$ cat config.mk
export PLATFORM = sky130hd
export DESIGN_NAME = enemy_row_controller_flat
export DESIGN_NICKNAME = d
export VERILOG_FILES = /design/src/rtl/enemy_row_controller_pkg.sv /design/src/rtl/enemy_row_controller_if.sv /design/src/rtl/enemy_row_extent.sv /design/src/rtl/enemy_row_controller.sv /design/src/flat_wrapper.sv
export SDC_FILE = /design/constraint.sdc
export NUM_CORES = 1
export LEC_CHECK = 0
export CORE_UTILIZATION = 46
export DETAILED_ROUTE_END_ITERATION = 10
export PLACE_DENSITY = 0.91
export SETUP_SLACK_MARGIN = 0.05
export SYNTH_ARGS = -nofsm -noshare
export SYNTH_HDL_FRONTEND = slang
export SYNTH_HIERARCHICAL = 1
export SYNTH_SLANG_ARGS = --single-unit
$ cat constraint.sdc
create_clock -name i_Clk -period 4.84 [get_ports i_Clk]
set_input_delay 0.726 -clock i_Clk [delete_from_list [all_inputs] [get_ports i_Clk]]
set_output_delay 0.726 -clock i_Clk [all_outputs]
set_load 0.05 [all_outputs]
$ cat src/rtl/enemy_row_controller_pkg.sv
// Shared enemy-row definitions: march phase encoding and width helpers.
package enemy_row_controller_pkg;

    typedef enum logic [1:0] {
        PH_MOVE_R = 2'b00,
        PH_DESC_R = 2'b01,
        PH_MOVE_L = 2'b10,
        PH_DESC_L = 2'b11
    } phase_e;

    // Index width for a row of n enemies (never zero bits).
    function automatic int unsigned idx_width(input int unsigned n);
        return (n > 1) ? $clog2(n) : 1;
    endfunction

endpackage

$ cat src/rtl/enemy_row_controller_if.sv
// Frame/kill inputs and row state outputs of one enemy row.
interface enemy_row_controller_if
    import enemy_row_controller_pkg::*;
#(
    parameter int unsigned NUM_ENEMIES = 8,
    parameter int unsigned POS_W       = 10
);
    localparam int unsigned IDX_W = idx_width(NUM_ENEMIES);

    logic                         i_FrameTick;
    logic                         i_Enable;
    logic                         i_KillValid;
    logic [IDX_W-1:0]             i_KillIndex;
    logic [NUM_ENEMIES*POS_W-1:0] o_EnemyHorizontalPosition;
    logic [POS_W-1:0]             o_RowVerticalPosition;
    logic [NUM_ENEMIES-1:0]       o_AliveMask;
    logic [1:0]                   o_PhaseState;
    logic                         o_StepPulse;
    logic                         o_AllDead;
    logic                         o_ReachedBottom;

    modport master (
        output i_FrameTick, i_Enable, i_KillValid, i_KillIndex,
        input  o_EnemyHorizontalPosition, o_RowVerticalPosition, o_AliveMask,
               o_PhaseState, o_StepPulse, o_AllDead, o_ReachedBottom
    );

    modport slave (
        input  i_FrameTick, i_Enable, i_KillValid, i_KillIndex,
        output o_EnemyHorizontalPosition, o_RowVerticalPosition, o_AliveMask,
               o_PhaseState, o_StepPulse, o_AllDead, o_ReachedBottom
    );
endinterface

$ cat src/rtl/enemy_row_extent.sv
// Alive-mask extent: lowest/highest alive slot and number of alive slots.
module enemy_row_extent
    import enemy_row_controller_pkg::*;
#(
    parameter int unsigned NUM_ENEMIES = 8,
    parameter int unsigned IDX_W       = idx_width(NUM_ENEMIES),
    parameter int unsigned ACNT_W      = $clog2(NUM_ENEMIES + 1)
) (
    input  logic [NUM_ENEMIES-1:0] i_Mask,
    output logic [IDX_W-1:0]       o_Lmin_c,
    output logic [IDX_W-1:0]       o_Rmax_c,
    output logic [ACNT_W-1:0]      o_AliveCount_c
);

    // Scan down for the lowest alive slot, up for the highest, counting as we go.
    always_comb begin
        o_Lmin_c       = '0;
        o_Rmax_c       = '0;
        o_AliveCount_c = '0;
        for (int i = int'(NUM_ENEMIES) - 1; i >= 0; i--) begin
            if (i_Mask[i]) o_Lmin_c = IDX_W'(i);
        end
        for (int i = 0; i < int'(NUM_ENEMIES); i++) begin
            if (i_Mask[i]) begin
                o_Rmax_c       = IDX_W'(i);
                o_AliveCount_c = o_AliveCount_c + ACNT_W'(1);
            end
        end
    end

endmodule

$ cat src/rtl/enemy_row_controller.sv
// One marching row of enemies: origin, alive mask, step pacing and 4-phase march.
module enemy_row_controller
    import enemy_row_controller_pkg::*;
#(
    parameter int unsigned     NUM_ENEMIES      = 8,
    parameter int unsigned     POS_W            = 10,
    parameter logic [POS_W-1:0] NONE            = '1,
    parameter int              SPACING          = 40,
    parameter int              STEP             = 2,
    parameter int              DROP             = 16,
    parameter int              LEFT_BOUND       = 16,
    parameter int              RIGHT_BOUND      = 600,
    parameter int              TOP_Y            = 32,
    parameter int              BOTTOM_BOUND     = 400,
    parameter int unsigned     FRAMES_PER_ENEMY = 2
) (
    input  logic                   i_Clk,
    input  logic                   i_Rst_n,
    enemy_row_controller_if.slave  bus
);

    localparam int unsigned IDX_W  = idx_width(NUM_ENEMIES);
    localparam int unsigned ACNT_W = $clog2(NUM_ENEMIES + 1);
    localparam int unsigned CNT_W  = $clog2(NUM_ENEMIES * FRAMES_PER_ENEMY + 1);
    localparam int unsigned X_W    = POS_W + 1;

    // Reject parameter sets where a live slot could alias NONE or not fit the field.
    if (RIGHT_BOUND + STEP >= int'(NONE)) begin : g_bad_none
        $error("enemy_row_controller: RIGHT_BOUND + STEP must be below NONE");
    end
    if ((int'(NUM_ENEMIES) - 1) * SPACING + LEFT_BOUND > RIGHT_BOUND) begin : g_bad_width
        $error("enemy_row_controller: row does not fit between bounds");
    end

    phase_e                    r_phase, w_phase_n;
    logic signed [X_W-1:0]     r_row_x, w_row_x_n;
    logic [POS_W-1:0]          r_row_y, w_row_y_n;
    logic [NUM_ENEMIES-1:0]    r_mask, w_mask_n;
    logic [CNT_W-1:0]          r_count, w_count_n;
    logic                      r_step_pulse;
    logic                      r_all_dead;
    logic                      r_bottom, w_bottom_n;
    logic                      w_run;
    logic                      w_fire;
    logic [IDX_W-1:0]          w_lmin;
    logic [IDX_W-1:0]          w_rmax;
    logic [ACNT_W-1:0]         w_alive;
    logic [CNT_W-1:0]          w_period;
    logic [NUM_ENEMIES*POS_W-1:0] w_slot_x;

    enemy_row_extent #(
        .NUM_ENEMIES (NUM_ENEMIES),
        .IDX_W       (IDX_W),
        .ACNT_W      (ACNT_W)
    ) u_extent (
        .i_Mask         (r_mask),
        .o_Lmin_c       (w_lmin),
        .o_Rmax_c       (w_rmax),
        .o_AliveCount_c (w_alive)
    );

    // Step period shrinks with the alive count; an empty row still has period 1.
    assign w_period = (w_alive == '0) ? CNT_W'(1)
                                      : CNT_W'(w_alive) * CNT_W'(FRAMES_PER_ENEMY);

    // Next-state: frame pacing, march phase transitions, kills and landing flag.
    always_comb begin
        w_phase_n  = r_phase;
        w_row_x_n  = r_row_x;
        w_row_y_n  = r_row_y;
        w_mask_n   = r_mask;
        w_count_n  = r_count;
        w_bottom_n = r_bottom;
        w_run      = bus.i_FrameTick && bus.i_Enable && !r_all_dead && !r_bottom;
        // >= rather than == so a kill that shrinks the period fires on the next tick
        w_fire     = w_run && ((r_count + CNT_W'(1)) >= w_period);

        if (w_run) w_count_n = w_fire ? '0 : r_count + CNT_W'(1);

        // Bound checks use the pre-kill extent from r_mask.
        if (w_fire) begin
            case (r_phase)
                PH_MOVE_R: begin
                    if (int'(r_row_x) + int'(w_rmax) * SPACING + STEP > RIGHT_BOUND)
                        w_phase_n = PH_DESC_R;
                    else
                        w_row_x_n = r_row_x + X_W'(STEP);
                end
                PH_DESC_R: begin
                    w_row_y_n = r_row_y + POS_W'(DROP);
                    w_phase_n = PH_MOVE_L;
                    if (int'(w_row_y_n) >= BOTTOM_BOUND) w_bottom_n = 1'b1;
                end
                PH_MOVE_L: begin
                    if (int'(r_row_x) + int'(w_lmin) * SPACING < LEFT_BOUND + STEP)
                        w_phase_n = PH_DESC_L;
                    else
                        w_row_x_n = r_row_x - X_W'(STEP);
                end
                PH_DESC_L: begin
                    w_row_y_n = r_row_y + POS_W'(DROP);
                    w_phase_n = PH_MOVE_R;
                    if (int'(w_row_y_n) >= BOTTOM_BOUND) w_bottom_n = 1'b1;
                end
            endcase
        end

        // Out-of-range indices match no slot and are dropped.
        for (int i = 0; i < int'(NUM_ENEMIES); i++) begin
            if (bus.i_KillValid && (int'(bus.i_KillIndex) == i)) w_mask_n[i] = 1'b0;
        end
    end

    // State register with synchronous active-low reset.
    always_ff @(posedge i_Clk) begin
        if (!i_Rst_n) begin
            r_phase      <= PH_MOVE_R;
            r_row_x      <= X_W'(LEFT_BOUND);
            r_row_y      <= POS_W'(TOP_Y);
            r_mask       <= '1;
            r_count      <= '0;
            r_step_pulse <= 1'b0;
            r_all_dead   <= 1'b0;
            r_bottom     <= 1'b0;
        end else begin
            r_phase      <= w_phase_n;
            r_row_x      <= w_row_x_n;
            r_row_y      <= w_row_y_n;
            r_mask       <= w_mask_n;
            r_count      <= w_count_n;
            r_step_pulse <= w_fire;
            r_all_dead   <= (w_mask_n == '0);
            r_bottom     <= w_bottom_n;
        end
    end

    // Per-slot x from the registered origin; dead slots report NONE.
    always_comb begin
        w_slot_x = '0;
        for (int i = 0; i < int'(NUM_ENEMIES); i++) begin
            w_slot_x[i*POS_W +: POS_W] = r_mask[i] ? POS_W'(r_row_x + X_W'(i * SPACING)) : NONE;
        end
    end

    assign bus.o_EnemyHorizontalPosition = w_slot_x;
    assign bus.o_RowVerticalPosition     = r_row_y;
    assign bus.o_AliveMask               = r_mask;
    assign bus.o_PhaseState              = r_phase;
    assign bus.o_StepPulse               = r_step_pulse;
    assign bus.o_AllDead                 = r_all_dead;
    assign bus.o_ReachedBottom           = r_bottom;

endmodule

$ cat src/flat_wrapper.sv
// flat-port wrapper written by rule: the top's interface ports become plain ports
module enemy_row_controller_flat import enemy_row_controller_pkg::*;
#(
    parameter int unsigned     NUM_ENEMIES      = 8,
    parameter int unsigned     POS_W            = 10,
    parameter logic [POS_W-1:0] NONE            = '1,
    parameter int              SPACING          = 40,
    parameter int              STEP             = 2,
    parameter int              DROP             = 16,
    parameter int              LEFT_BOUND       = 16,
    parameter int              RIGHT_BOUND      = 600,
    parameter int              TOP_Y            = 32,
    parameter int              BOTTOM_BOUND     = 400,
    parameter int unsigned     FRAMES_PER_ENEMY = 2
)
  (i_Clk, i_Rst_n, bus_i_FrameTick, bus_i_Enable, bus_i_KillValid, bus_i_KillIndex, bus_o_EnemyHorizontalPosition, bus_o_RowVerticalPosition, bus_o_AliveMask, bus_o_PhaseState, bus_o_StepPulse, bus_o_AllDead, bus_o_ReachedBottom);
  enemy_row_controller_if #(.NUM_ENEMIES(NUM_ENEMIES), .POS_W(POS_W)) bus_i ();
  input  logic i_Clk;
  input  logic i_Rst_n;
  input wire logic [$bits(bus_i.i_FrameTick)-1:0] bus_i_FrameTick;
  input wire logic [$bits(bus_i.i_Enable)-1:0] bus_i_Enable;
  input wire logic [$bits(bus_i.i_KillValid)-1:0] bus_i_KillValid;
  input wire logic [$bits(bus_i.i_KillIndex)-1:0] bus_i_KillIndex;
  output wire logic [$bits(bus_i.o_EnemyHorizontalPosition)-1:0] bus_o_EnemyHorizontalPosition;
  output wire logic [$bits(bus_i.o_RowVerticalPosition)-1:0] bus_o_RowVerticalPosition;
  output wire logic [$bits(bus_i.o_AliveMask)-1:0] bus_o_AliveMask;
  output wire logic [$bits(bus_i.o_PhaseState)-1:0] bus_o_PhaseState;
  output wire logic [$bits(bus_i.o_StepPulse)-1:0] bus_o_StepPulse;
  output wire logic [$bits(bus_i.o_AllDead)-1:0] bus_o_AllDead;
  output wire logic [$bits(bus_i.o_ReachedBottom)-1:0] bus_o_ReachedBottom;
  assign bus_i.i_FrameTick = bus_i_FrameTick;
  assign bus_i.i_Enable = bus_i_Enable;
  assign bus_i.i_KillValid = bus_i_KillValid;
  assign bus_i.i_KillIndex = bus_i_KillIndex;
  assign bus_o_EnemyHorizontalPosition = bus_i.o_EnemyHorizontalPosition;
  assign bus_o_RowVerticalPosition = bus_i.o_RowVerticalPosition;
  assign bus_o_AliveMask = bus_i.o_AliveMask;
  assign bus_o_PhaseState = bus_i.o_PhaseState;
  assign bus_o_StepPulse = bus_i.o_StepPulse;
  assign bus_o_AllDead = bus_i.o_AllDead;
  assign bus_o_ReachedBottom = bus_i.o_ReachedBottom;
  enemy_row_controller #(.NUM_ENEMIES(NUM_ENEMIES), .POS_W(POS_W), .NONE(NONE), .SPACING(SPACING), .STEP(STEP), .DROP(DROP), .LEFT_BOUND(LEFT_BOUND), .RIGHT_BOUND(RIGHT_BOUND), .TOP_Y(TOP_Y), .BOTTOM_BOUND(BOTTOM_BOUND), .FRAMES_PER_ENEMY(FRAMES_PER_ENEMY)) u_core (.i_Clk(i_Clk), .i_Rst_n(i_Rst_n), .bus(bus_i));
endmodule
==> metrics.txt <==
Chip Height=99.24 µm; reg-to-reg startpoint=u_core/bus.o_AliveMask[1]$_SDFF_PN1_; clock tree sinks=34; top-count cell post-synth=nand2_1; critical path class=flip-flop to flip-flop; post-synth top area cell=ha_1; # IOs=111; Reg2Reg Capture Point=u_core/r_row_x[1]$_SDFFE_PN0P_; reg2reg setup slack=-350 ps; total number of vias=4948; routed wire length per instance=18.49 µm; Die W=99.24 µm; final hold slack=533.2 ps; DRT Pass-1 Iters=7; RSZ-0062 raised after global routing=yes; full die area=9848 µm²; layout cells sized above 1=17.02%; Main synth FF type=dfxtp_1; Hold Fails Final Rpt=0; Iter 0 DRT Violations=488; I/O Buffers=106; Peak VDD IR=0.2320 mV; WL final=15.31 mm; failing checks=negative setup slack; GP Congestion=0.9550; area of the core=9196 µm²; relative slew slack=17.87%; worst stage delay on the critical path=400 ps; DRC=0; Seq/Total Area, Yosys=15.65%; Tmin final=5190 ps; Req. time, crit path=5010 ps; H-tree depth=2; Post-Syn Instances=585; list of most frequent post-synthesis cells=nand2_1, ha_1, nor2_1; Synth Register Bits=34; main area contributors after synthesis=ha_1, dfxtp_1, nand2_1; Slew Limit Fails=0; Hold Path Depth=2; Final WS setup=-350.0 ps; total power draw=0.001610 W; Fmax=192.7 MHz; slowest CP cell=dfxtp_4; part of the cycle the worst path needs=107.2%; CTS tree=yes; Post-synth ARST share=0%; via density per instance=5.976; Clock Root Buffer=clkbuf_8; worst skew pair latency=290 ps; cell area after synthesis=4349 µm²; CP arrival=5360 ps; Pwr per Cell Area=259.6 nW/µm²; CP Capture Point=u_core/r_row_x[1]$_SDFFE_PN0P_; num rows=35; Clock Skew=6.085 ps; Final Setup Violations=19; Nets=786; outcome=finished with violations; leakage power=2.891 nW; area share of the largest cell type after synthesis=17.26%; largest net degree at the start of global routing=22; DP HPWL=10.11 mm; post-synthesis cell type count=67; CP startpoint kind=flip-flop; syn_area_per_cell=7.434 µm²; setup TNS=-4580 ps; Critical Path Fanout Max=4; Critical Path Sink Type=flip-flop; n_diodes=0; Remaining Overflow, GRT=0; Total GRT Usage=29.10%; Setup WS pre-CTS=-303.4 ps; number of global-route vias before repair=4823; first-pass GRT wire length=23.24 mm; Starting Density=47.29%; initial antenna violation count=0; CTS Hold Bufs=0; Yosys warning count=6; area grow syn2layout=42.58%; maximum clock insertion buffer count=2; Worst Max-Slew Pin Slew=1214 ps; max_cap viols=0; Worst Hold Class=flip-flop to flip-flop; Post-DRT Antenna Nets=0; EDFF count, synth=0; DP Cell Count=798; CTS Buf Count=5; register clock-pin slew on the reported worst setup and hold paths=80 ps; launch point of the worst path=u_core/bus.o_AliveMask[1]$_SDFF_PN1_; Reg2Reg Depth=28; post-route insts no fill=828
worst min-delay path by stage:
stage | from | end | slack [ps]
6_report | u_core/bus.o_ReachedBottom$_SDFFE_PN0P_ | u_core/bus.o_ReachedBottom$_SDFFE_PN0P_ | 530
5_1_grt | u_core/bus.o_PhaseState[1]$_SDFFE_PN0P_ | u_core/bus.o_PhaseState[1]$_SDFFE_PN0P_ | 580
4_1_cts | u_core/bus.o_ReachedBottom$_SDFFE_PN0P_ | u_core/bus.o_ReachedBottom$_SDFFE_PN0P_ | 530
3_5_place_dp | u_core/bus.o_ReachedBottom$_SDFFE_PN0P_ | u_core/bus.o_ReachedBottom$_SDFFE_PN0P_ | 510
3_3_place_gp | u_core/r_count[1]$_SDFFE_PN0P_ | u_core/r_count[1]$_SDFFE_PN0P_ | 510
2_1_floorplan | u_core/r_count[1]$_SDFFE_PN0P_ | u_core/r_count[1]$_SDFFE_PN0P_ | 490
per-stage QoR:
stage | area [µm²] | util (%)
after floorplan | 4486 | -
after global placement | 5715 | 62.15
after detailed placement | 5715 | 62.15
after CTS | 6023 | 65.50
after global routing | 6201 | 67.43
final | 6201 | 67.43
repair_timing:
item	in CTS	in global routing
resized for setup	20	21
buffers inserted	13	9
endpoints found under the setup margin	17	25
pin swaps	21	15
worst max-delay path, delay by kind of cell (launching register included):
family | cells | cell delay (ps)
compound gates | 7 | 1390
buf+inv | 3 | 320
xor+xnor | 6 | 1070
fa+ha+maj | 4 | 1040
simple gates | 8 | 810
flops | 1 | 400
cell type report:
class / instances / area (µm²)
clock buffer: 6 / 82.58
clock inverter: 2 / 11.26
fill: 656 / 2995
inverter: 39 / 153.9
multi-input combinational: 486 / 3706
sequential: 34 / 693.2
tap: 111 / 138.9
timing repair buffer: 150 / 1415
cells in the final DEF (no fill, tap or decap), types with 6 or more instances in the layout:
master and n:
mux2i_1 9, o21ai_0 27, nand2b_1 20, ha_1 52, clkbuf_8 6, nor3_1 6
xnor2_1 36, inv_1 32, dfxtp_1 30, nor2_1 43, xor2_1 21, a21oi_1 23
buf_4 41, nand2_1 102, clkdlybuf4s50_1 106, ha_4 6, nand3_1 12
routing by layer:
layer,track usage [%],wire (µm),vias up
li1,-,-,2222
met1,32.76,5788,2354
met2,52.94,7920,303
met3,3.373,1053,69
met4,16.86,548,0
met5,0,0,-
registers in the layout, summed over array words and instances (netlist names):
name	count
u_core/r_row_x	10
u_core/bus.o_AliveMask	8
u_core/bus.o_RowVerticalPosition	6
u_core/bus.o_ReachedBottom	1
u_core/bus.o_AllDead	1
u_core/r_count	5
u_core/bus.o_StepPulse	1
u_core/bus.o_PhaseState	2
power by group:
group          internal [W]  switching, W
sequential         0.000288     0.0000196
clock              0.000115      0.000113
combinational      0.000431      0.000643
kinds of logic (layout without fill, tap and decap cells):
group / Yosys count / after routing / share of synthesized area, %
and+or+nand+nor: 230 / 230 / 24.51
xor gates and xnor gates: 66 / 66 / 13.46
other: 1 / 4 / 0.08622
AOI/OAI and AO/OA: 111 / 111 / 18.15
DFF: 34 / 34 / 15.65
adders and majority gates: 62 / 62 / 18.18
buffers and inverters: 68 / 197 / 6.905
muxes: 13 / 13 / 3.050
Power figures use the tool's default switching activity.
